[config.mk]
export PLATFORM = sky130hd
export DESIGN_NAME = pwm_gen
export DESIGN_NICKNAME = d
export VERILOG_FILES = /design/src/rtl/pwm_gen_pkg.sv /design/src/rtl/pwm_gen_edge_rise.sv /design/src/rtl/pwm_gen.sv
export SDC_FILE = /design/constraint.sdc
export NUM_CORES = 1
export LEC_CHECK = 0
export CAP_MARGIN = 20
export CORE_UTILIZATION = 26
export DETAILED_ROUTE_END_ITERATION = 16
export PLACE_DENSITY_LB_ADDON = 0.3
export SYNTH_ARGS = -nofsm -noshare
export SYNTH_HDL_FRONTEND = slang
export SYNTH_HIERARCHICAL = 1
export SYNTH_SLANG_ARGS = --single-unit
[constraint.sdc]
create_clock -name clk_in -period 1.65 [get_ports clk_in]
set_input_delay 0.33 -clock clk_in [delete_from_list [all_inputs] [get_ports clk_in]]
set_output_delay 0.33 -clock clk_in [all_outputs]
set_load 0.03 [all_outputs]
[src/rtl/pwm_gen_pkg.sv]
// Shared helpers for the PWM generator slice.
package pwm_gen_pkg;

    function automatic int unsigned clamp_duty(input int unsigned value, input int unsigned limit);
        return (value > limit) ? limit : value;
    endfunction

endpackage

[src/rtl/pwm_gen_edge_rise.sv]
// Rising-edge detector for a level signal already synchronous to clk_in.
// The history flop resets high so a level that is already high at release is not an edge.
module edge_rise (
    input  logic clk_in,
    input  logic reset,
    input  logic d,
    output logic rise
);

    logic tick_d;

    always_ff @(posedge clk_in) begin
        if (reset) tick_d <= 1'b1;
        else       tick_d <= d;
    end

    assign rise = d & ~tick_d;

endmodule

[src/rtl/pwm_gen.sv]
// PWM generator stepped by rising edges of the scaler output, with a
// valid/ready double-buffered duty that only switches at period boundaries.
module pwm_gen
    import pwm_gen_pkg::*;
#(
    parameter int unsigned WIDTH  = 8,
    parameter int unsigned PERIOD = 255
) (
    input  logic             clk_in,
    input  logic             reset,
    input  logic             tick_in,
    input  logic             enable,
    input  logic [WIDTH-1:0] duty_in,
    input  logic             duty_valid,
    output logic             duty_ready,
    output logic             pwm_out,
    output logic             period_start
);

    localparam logic [WIDTH-1:0] LAST_STEP = WIDTH'(PERIOD - 1);

    logic             step;
    logic             wrap;
    logic             accept;
    logic             load;
    logic             shadow_full;
    logic             shadow_full_nxt;
    logic [WIDTH-1:0] cnt;
    logic [WIDTH-1:0] shadow;
    logic [WIDTH-1:0] duty_active;

    edge_rise u_tick_edge (
        .clk_in (clk_in),
        .reset  (reset),
        .d      (tick_in),
        .rise   (step)
    );

    // While disabled there is no period to protect, so a full shadow loads at once.
    always_comb begin
        wrap            = step & (cnt == LAST_STEP);
        accept          = duty_valid & duty_ready;
        load            = shadow_full & (enable ? wrap : 1'b1);
        shadow_full_nxt = accept | (shadow_full & ~load);
    end

    always_ff @(posedge clk_in) begin
        if (reset) begin
            cnt          <= '0;
            shadow       <= '0;
            shadow_full  <= 1'b0;
            duty_active  <= '0;
            duty_ready   <= 1'b0;
            pwm_out      <= 1'b0;
            period_start <= 1'b0;
        end else begin
            if (!enable)   cnt <= '0;
            else if (step) cnt <= wrap ? '0 : cnt + 1'b1;

            if (accept) shadow <= WIDTH'(clamp_duty(32'(duty_in), PERIOD));
            if (load)   duty_active <= shadow;

            shadow_full  <= shadow_full_nxt;
            duty_ready   <= ~shadow_full_nxt;
            pwm_out      <= enable & (cnt < duty_active);
            period_start <= enable & wrap;
        end
    end

endmodule

== Word level (Yosys, flattened, before mapping) ==
Cells that the tools add are included.

* $add $sub $neg: 1
* $mul: 0
* Div/mod/pow operators: 0
* Magnitude comparators: 1
* Equal/unequal tests: 1
* Shift-type cells: 0
* Multiplexer cells: 2
* Bitwise logic cells: 12
* Reductions and logical operators: 1

{| class="wikitable"
|+ Operators with widths
! operator !! number
|-
| 8-bit by 1-bit adder with 8-bit output, second input constant || 1
|-
| 8-bit == test, second input constant || 1
|-
| 8-bit less-than comparator || 1
|-
| 8-bit 2-to-1 mux || 1
|-
| 1-bit AND || 7
|-
| 1-bit inverter || 4
|-
| 2-bit OR reduction || 1
|-
| 1-bit 2-to-1 mux || 1
|-
| 1-bit OR || 1
|}

* Flip-flop bits (word level): 29
* Bits in latches: 0
* RAM bits: 0
* Memory bits (read-only): 0
* Bits of input ports: 13
* Output and inout bits: 3
* Word-level logic and storage cells: 26
* Memories: 0

== Longest topological paths before layout ==
Gate-level depths: netlist of run 1.

* Depth after elaboration: 9
* Depth in mapped cells: 6
* Depth with buffers taken out: 5

== Cells and area by module ==
The synthesis of run 1 kept the hierarchy.

{| class="wikitable"
|+ By module, submodules not included
! module !! instances !! cells an instance !! area each (um^2) !! seq. area each (um^2)
|-
| pwm_gen || 1 || 178 || 1482.7 || 560.5
|-
| edge_rise || 1 || 3 || 32.5 || 20.0
|}

== Worst setup path before layout of run 1 ==
No wires, ideal clock.

* Path kind: input to register
* Start point: input tick_in
* End point: register duty_active[6]
* Data arrival time: 1.493 ns
* Required time: 1.528 ns
* Slack: 0.035 ns
* Cell stages on the path: 5
* Path buffers: 1
* Path through: nor2b_1 > nand4_2 > or2_0 > buf_2 > a311o_1

* Longest elaborated chain between the ends: 4

{| class="wikitable"
|+ RTL lines
! element !! RTL line !! text
|-
| start: declaration || pwm_gen.sv:11 || <nowiki>input logic tick_in,</nowiki>
|-
| 1-bit AND || pwm_gen_edge_rise.sv:17 || <nowiki>assign rise = d & ~tick_d;</nowiki>
|-
| 1-bit AND || pwm_gen.sv:41 || <nowiki>wrap = step & (cnt == LAST_STEP);</nowiki>
|-
| 1-bit 2-to-1 mux || pwm_gen.sv:43 || <nowiki>load = shadow_full & (enable ? wrap : 1'b1);</nowiki>
|-
| 1-bit AND || pwm_gen.sv:43 ||
|-
| end signal: assignment || pwm_gen.sv:61 || <nowiki>if (load) duty_active <= shadow;</nowiki>
|-
| end: declaration || pwm_gen.sv:30 || <nowiki>logic [WIDTH-1:0] duty_active;</nowiki>
|}

No other way between the ends.
A chain may end at the register's enable or synchronous reset.

== Final worst setup path of run 1 ==
* Start point: input tick_in
* End point: register duty_active[0]

* Longest elaborated chain between the ends: 4

{| class="wikitable"
|+ RTL lines
! element !! RTL line !! text
|-
| 1-bit AND || pwm_gen_edge_rise.sv:17 ||
|-
| named net step || pwm_gen.sv:22 || <nowiki>logic step;</nowiki>
|-
| 1-bit AND || pwm_gen.sv:41 ||
|-
| 1-bit 2-to-1 mux || pwm_gen.sv:43 ||
|-
| 1-bit AND || pwm_gen.sv:43 ||
|}

The timed path passes the listed nets, and every way through them passes these cells.

==> results of run 1 <==
## path summary, 6_finish.rpt
kind / startpoint / end / depth (start not counted)
worst max register to register: cnt[0]$_SDFFE_PP0P_ / duty_active[0]$_SDFFE_PP0P_ / 6
worst min register to register: shadow[5]$_SDFFE_PP0P_ / shadow[5]$_SDFFE_PP0P_ / 2
worst min-delay path: shadow[5]$_SDFFE_PP0P_ / shadow[5]$_SDFFE_PP0P_ / 2
worst max-delay path: tick_in / duty_active[0]$_SDFFE_PP0P_ / 6
## worst min-delay path: cells and delay by family (launching register included)
kind | cells | cell delay [ns]
DFF | 1 | 0.32
and+or+nand+nor | 1 | 0.05
AOI/OAI and AO/OA | 1 | 0.05
## through the flow
step	TNS, ns	hold slack [ns]
after global routing	0	0.489
after CTS	0	0.474
final	0	0.471
after detailed placement	-3.97	0.464
after global placement	-3.15	0.460
after floorplan	0	0.427
## layer usage
metal  GRT usage  share of wire  vias to the layer above
met5           0              0                        -
met4      0.0500          0.012                        0
met3      0.0372          0.037                        6
met2       0.201           0.45                       24
met1       0.164           0.50                      617
li1            -              -                      713
## registers in the layout, summed over array words and instances (netlist names)
register and count:
cnt 8, u_tick_edge/tick_d 1, duty_ready 1, shadow_full 1, duty_active 8, period_start 1, pwm_out 1, shadow 8
## report_power, final
part           internal [W]  total [W]  switching, W
clock              0.000376   0.000644      0.000268
sequential         0.000718   0.000729     0.0000115
combinational     0.0000780   0.000145     0.0000674
## Yosys cell counts (all sizes together)
library cell / count / share of area
nand2b: 12 / 0.050
o31a: 1 / 0.0058
nand3: 8 / 0.026
a21o: 1 / 0.0050
and3b: 1 / 0.0058
nand2: 19 / 0.047
a211o: 1 / 0.0058
o21bai: 1 / 0.0050
and4: 2 / 0.012
or3: 1 / 0.0041
nand4: 4 / 0.021
a311oi: 1 / 0.0058
o21a: 1 / 0.0050
xor2: 1 / 0.0058
xnor2: 2 / 0.012
nor2: 5 / 0.012
ha: 9 / 0.074
a21oi: 21 / 0.069
o21ai: 4 / 0.013
inv: 10 / 0.025
nor2b: 3 / 0.012
clkbuf: 8 / 0.020
a2111oi: 2 / 0.012
and2: 1 / 0.0041
nand3b: 8 / 0.040
buf: 4 / 0.012
a311o: 8 / 0.053
dfxtp: 29 / 0.38
or2: 2 / 0.0083
and3: 1 / 0.0041
o211ai: 2 / 0.0099
nor4: 8 / 0.033
## what timing repair did
action / CTS / global route
hold buffers: 0 / 0
resized for setup: 0 / 5
endpoints found under the setup margin: 0 / 13
## final cells by class
type | count | share of cell area
clock buffers | 7 | 0.0486
well taps | 72 | 0.0455
multi-input cells | 130 | 0.435
inverters | 10 | 0.0189
clock inverters | 1 | 0.00253
repair buffers | 36 | 0.157
flip-flops and latches | 29 | 0.293
## logic make-up after synthesis
group,count (synthesis),synth area share
XOR/XNOR,3,0.0173
adder cells (fa/ha/maj),9,0.0743
buffers and inverters,22,0.0570
AND/OR/NAND/NOR,75,0.279
flip-flops,29,0.383
AO/OA/AOI/OAI,43,0.189
==> results.py, run 1 <==
metrics = {
    "outcome": {
        "outcome": "finished, final reports clean",
    },
    "detailed_routing": {
        "drt_iter0_markers": 45,
        "viasPerCell": 4.77,
        "vias": 1360,
        "drt-total-wl_um": 3430,
        "wire_per_inst_um": 12.0,
        "drtAntennaViolNets": 0,
        "drc": 0,
        "dr.pass1.iters": 4,
    },
    "final_layout": {
        "final_util": 0.356,
        "fin_nets": 234,
        "final_common_cell": "dfxtp_1",
        "diodes": 0,
        "final_cell_mix": "29 x dfxtp_1, 21 x a21oi_1, 21 x buf_4, 19 x nand2_1, 14 x clkdlybuf4s50_1",
        "fillers": 607,
        "syn_to_final_growth_pct": 30.8,
        "layout.area.seq_um2": 581,
        "drive_gt1_frac": 0.150,
        "multi_input_area_um2": 862,
        "layout.cells.non_filler": 285,
        "final_area_um2": 1980,
    },
    "global_routing": {
        "grt_usage": 0.128,
        "grt_pass1_vias": 1333,
        "grt_max_degree": 26,
        "antenna_found_initial": 0,
        "grt_pass1_wl_um": 6150,
        "grt-ovfl-total": 0,
    },
    "critical_path": {
        "cpPeakStageDelay_ns": 0.48,
        "path_buf_inv": 2,
        "required_ns": 1.81,
        "critPathLaunchType": "primary input",
        "slowest_stage": "clkdlybuf4s50_1",
        "critPathArrivalTime_ns": 1.75,
        "critPathMaxFanout": 9,
        "r2r_slack_ns": 0.17,
        "crit_type": "primary input to register",
        "crit_path_end_kind": "register",
        "crit_path_cell_trace": "clkdlybuf4s50_1 -> nor2b_4 -> nand4_2 -> or2_0 -> buf_4 -> a311o_1",
        "cp_top_family": "buffers and inverters",
    },
    "pwr": {
        "p_total_w": 0.00152,
        "peakVddDrop_v": 0.000298,
        "leakage_nw": 0.703,
        "power_density_nw_per_um2": 766,
    },
    "clock_network": {
        "h-tree-depth": 2,
        "cts_buffers": 5,
        "cts_num_sinks": 29,
        "cts_tree": "yes",
        "root_buffer": "clkbuf_8",
        "clock_latency_ns": 0.27,
        "cts_setup_buffers": 0,
        "path_clk_slew_ns": 0.06,
        "clock_path_buffers": 2,
    },
    "yosys": {
        "yosysSeqAreaShare": 0.383,
        "syn_area_per_cell_um2": 8.37,
        "yosys_warnings": 6,
        "synth_area_um2": 1520,
        "synth.distinct_cells": 35,
        "synth_nets": 203,
        "synthCells": 181,
        "ys_ff_latch": 29,
    },
    "die": {
        "core_um2": 5570,
        "initial_utilization": 0.272,
        "placementRows": 27,
        "io_pins": 16,
        "fp.dieArea_um2": 6140,
        "die_h_um": 78.3,
        "die_x_um": 78.3,
    },
    "timing": {
        "finalSetupViolations": 0,
        "setup_ws_ns": 0.0606,
        "finalCritPeriodShare": 0.963,
        "clock.fmax_ghz": 0.629,
        "fin_crit_ns": 1.59,
        "clock_skew_ns": 0.00261,
        "tightest_slew_ns": 0.444,
        "slew_headroom": 0.697,
        "grt_setup_unrepaired": "no",
        "slew_viol_final": 0,
        "finalHoldViolations": 0,
    },
    "placed_design": {
        "place_hpwl_um": 2510,
        "pre_cts_slack_ns": -0.300,
        "gp_congestion": 0.752,
        "io_buffers": 15,
        "dpl.cell_count": 277,
        "place_area_um2": 1860,
    },
    "flow_run": {
        "drv_cap": 0,
    },
    "worst_hold_path": {
        "hp-class": "register to register",
    },
}
(Power assumes the default switching activity.)
==> inputs of run 2 (changes only) <==
Settings changed: ABC_AREA from default to 1, PLACE_DENSITY_LB_ADDON 0.3 to default.
Clock period 1.65 ns to 2 ns, I/O delays scaled along.
==> run 2 against run 1 <==
Synthesized cell count fell by 0.55%. Worst setup slack improved by 0.23 ns. Final area fell by 14%. Non-clock buffer count fell by 20. Flip-flop and latch count did not move. Core utilization fell by 2.9 points. Cell count fell by 6.0%. Power fell by 21%. Clock power fell by 29%. Largest cell class unchanged. Largest power group unchanged. Highest routed layer unchanged.
==> results.py, run 2 <==
metrics = {
    "critical_path": {
        "r2r_slack_ns": 0.62,
        "critPathLaunchType": "register",
        "cp_top_family": "buffers and inverters",
        "critPathMaxFanout": 3,
        "crit_type": "register to output pin",
        "path_buf_inv": 1,
        "reg2reg_depth": 8,
        "slowest_stage": "clkdlybuf4s50_1",
        "crit_path_cell_trace": "clkdlybuf4s50_1",
        "r2r-end": "duty_active[7]$_SDFFE_PP0P_",
        "r2r_start": "cnt[1]$_SDFFE_PP0P_",
        "required_ns": 1.60,
        "cpPeakStageDelay_ns": 0.68,
        "critPathArrivalTime_ns": 1.31,
        "crit_path_end_kind": "output pin",
    },
    "yosys": {
        "ys_ff_latch": 29,
        "synth_top_area_cell": "dfxtp_1",
        "synth_edf_count": 0,
        "yosys.area.top_type_share": 0.407,
        "synth_area_leaders": "dfxtp_1 41%, ha_1 7.9%, nand2_1 7.9%",
        "synth_area_um2": 1430,
        "syn_area_per_cell_um2": 7.92,
        "synthFlopType": "dfxtp_1",
        "yosysSeqAreaShare": 0.407,
        "synth_top_cells_by_count": "30 x nand2_1, 29 x dfxtp_1, 23 x inv_1",
        "synthCells": 180,
        "synth.distinct_cells": 26,
        "yosys_warnings": 6,
        "synthArstFlopShare": 0,
        "yosysMostFrequentCell": "nand2_1",
        "synth_nets": 202,
    },
    "global_routing": {
        "grt_max_degree": 19,
        "grt_pass1_wl_um": 4380,
        "grt_pass1_vias": 1024,
        "antenna_found_initial": 0,
        "grt-ovfl-total": 0,
        "grt_usage": 0.0953,
    },
    "die": {
        "die_x_um": 76.0,
        "core_um2": 5200,
        "placementRows": 26,
        "fp.dieArea_um2": 5780,
        "initial_utilization": 0.274,
        "die_h_um": 76.0,
        "io_pins": 16,
    },
    "clock_network": {
        "cts_num_sinks": 29,
        "h-tree-depth": 2,
        "clock_latency_ns": 0.28,
        "cts_buffers": 5,
        "path_clk_slew_ns": 0.06,
        "cts_tree": "yes",
        "cts_setup_buffers": 0,
        "root_buffer": "clkbuf_8",
        "cts.repair.resized": 0,
        "ctsHoldBuffers": 0,
        "clock_path_buffers": 2,
    },
    "timing": {
        "slew_viol_final": 0,
        "clock.fmax_ghz": 0.584,
        "finalSetupViolations": 0,
        "finalCritPeriodShare": 0.857,
        "fin_crit_ns": 1.71,
        "clock_skew_ns": 0.00249,
        "grt_setup_unrepaired": "no",
        "finalHoldViolations": 0,
        "tightest_slew_ns": 0.444,
        "tns_ns": 0,
        "slew_headroom": 0.703,
    },
    "detailed_routing": {
        "wire_per_inst_um": 8.91,
        "drt-total-wl_um": 2390,
        "viasPerCell": 4.10,
        "drtAntennaViolNets": 0,
        "vias": 1098,
        "drc": 0,
        "dr.pass1.iters": 4,
        "drt_iter0_markers": 47,
    },
    "final_layout": {
        "final_common_cell": "nand2_1",
        "layout.cells.non_filler": 268,
        "top_regs": "cnt (8), duty_active (8), shadow (8)",
        "final_cell_mix": "30 x nand2_1, 29 x dfxtp_1, 23 x inv_1, 21 x nor2_1, 15 x clkdlybuf4s50_1",
        "drive_gt1_frac": 0.131,
        "diodes": 0,
        "fin_nets": 219,
        "syn_to_final_growth_pct": 19.1,
    },
    "pwr": {
        "power_density_nw_per_um2": 702,
        "leakage_nw": 0.644,
        "peakVddDrop_v": 0.000365,
    },
    "placed_design": {
        "dpl.cell_count": 260,
        "place_hpwl_um": 1750,
        "io_buffers": 15,
        "gp_congestion": 0.744,
    },
    "flow_run": {
        "drv_cap": 0,
    },
    "worst_hold_path": {
        "whs_endpoint": "shadow[0]$_SDFFE_PP0P_",
        "min_from": "shadow[0]$_SDFFE_PP0P_",
        "hp-class": "register to register",
        "hold_depth": 2,
    },
    "outcome": {
        "outcome": "finished, final reports clean",
    },
}
-- run 2: cell count changes after synthesis, sizes merged, moves of 3 or more --
cell | previous run | this run
inv | 10 | 24
nor2 | 5 | 26
nand3 | 8 | 14
nand2b | 12 | 0
a311o | 8 | 0
nor4 | 8 | 0
nand3b | 8 | 1
nor2b | 3 | 0
clkbuf | 8 | 1
o21ai | 4 | 8
nand2 | 19 | 33
-- run 2: worst max path at each step --
stage                                             end             startpoint  cells past startpoint  slack, ns
after floorplan           duty_active[4]$_SDFFE_PP0P_                tick_in                     10       0.66
after global placement    duty_active[7]$_SDFFE_PP0P_                tick_in                     10       0.13
after detailed placement  duty_active[1]$_SDFFE_PP0P_                tick_in                     10       0.09
after CTS                                  duty_ready  duty_ready$_SDFF_PP0_                      1       0.27
after global routing      duty_active[7]$_SDFFE_PP0P_                tick_in                     10       0.21
final                                      duty_ready  duty_ready$_SDFF_PP0_                      1       0.29
-- run 2: routing by layer --
metal,GRT usage,vias up,share of wire
met5,0,-,0
li1,-,608,-
met1,0.104,464,0.49
met3,0.0323,6,0.041
met2,0.159,20,0.44
met4,0.0577,0,0.027
-- run 2: through the flow --
step / hold slack (ns) / total power [W] / instance area (um2) / util / setup WS, ns
final: 0.450 / 0.00119 / 1700 / 0.326 / 0.287
after global routing: 0.483 / 0.00126 / 1700 / 0.326 / 0.213
after CTS: 0.454 / 0.00121 / 1700 / 0.326 / 0.271
after detailed placement: 0.446 / 0.000752 / 1620 / 0.311 / 0.0902
after global placement: 0.441 / 0.000750 / 1620 / 0.311 / 0.134
after floorplan: 0.429 / 0.000711 / 1430 / - / 0.664
-- run 2: report_power, final --
| part | switching [W] | internal [W] | total (W) | leakage (nW) |
|---|---|---|---|---|
| clock network | 0.000209 | 0.000246 | 0.000455 | 0.0395 |
| registers | 0.00000967 | 0.000601 | 0.000611 | 0.236 |
| logic | 0.0000697 | 0.0000571 | 0.000127 | 0.368 |
| total | 0.000288 | 0.000905 | 0.00119 | 0.644 |
-- run 2: layout make-up --
class                      instances  area (um2)
inverter                          24        90.1
timing repair buffer              16         158
multi-input combinational        121         702
sequential                        29         581
tap                               70        87.6
fill                             572        3510
clock buffer                       8        80.1
-- run 2: kinds of logic (layout without fill, tap and decap cells) --
kind of cell	after synthesis	after routing	synth area share
simple gates	79	79	0.269
compound gates	30	30	0.126
buf+inv	30	48	0.100
flops	29	29	0.407
fa+ha+maj	9	9	0.0790
xor+xnor	3	3	0.0184
==> inputs of run 3 (changes only) <==
Settings changed: SKIP_LAST_GASP from default to 1.
==> results of run 3 <==
Final layout, timing and power as in run 2 (identical DEF).
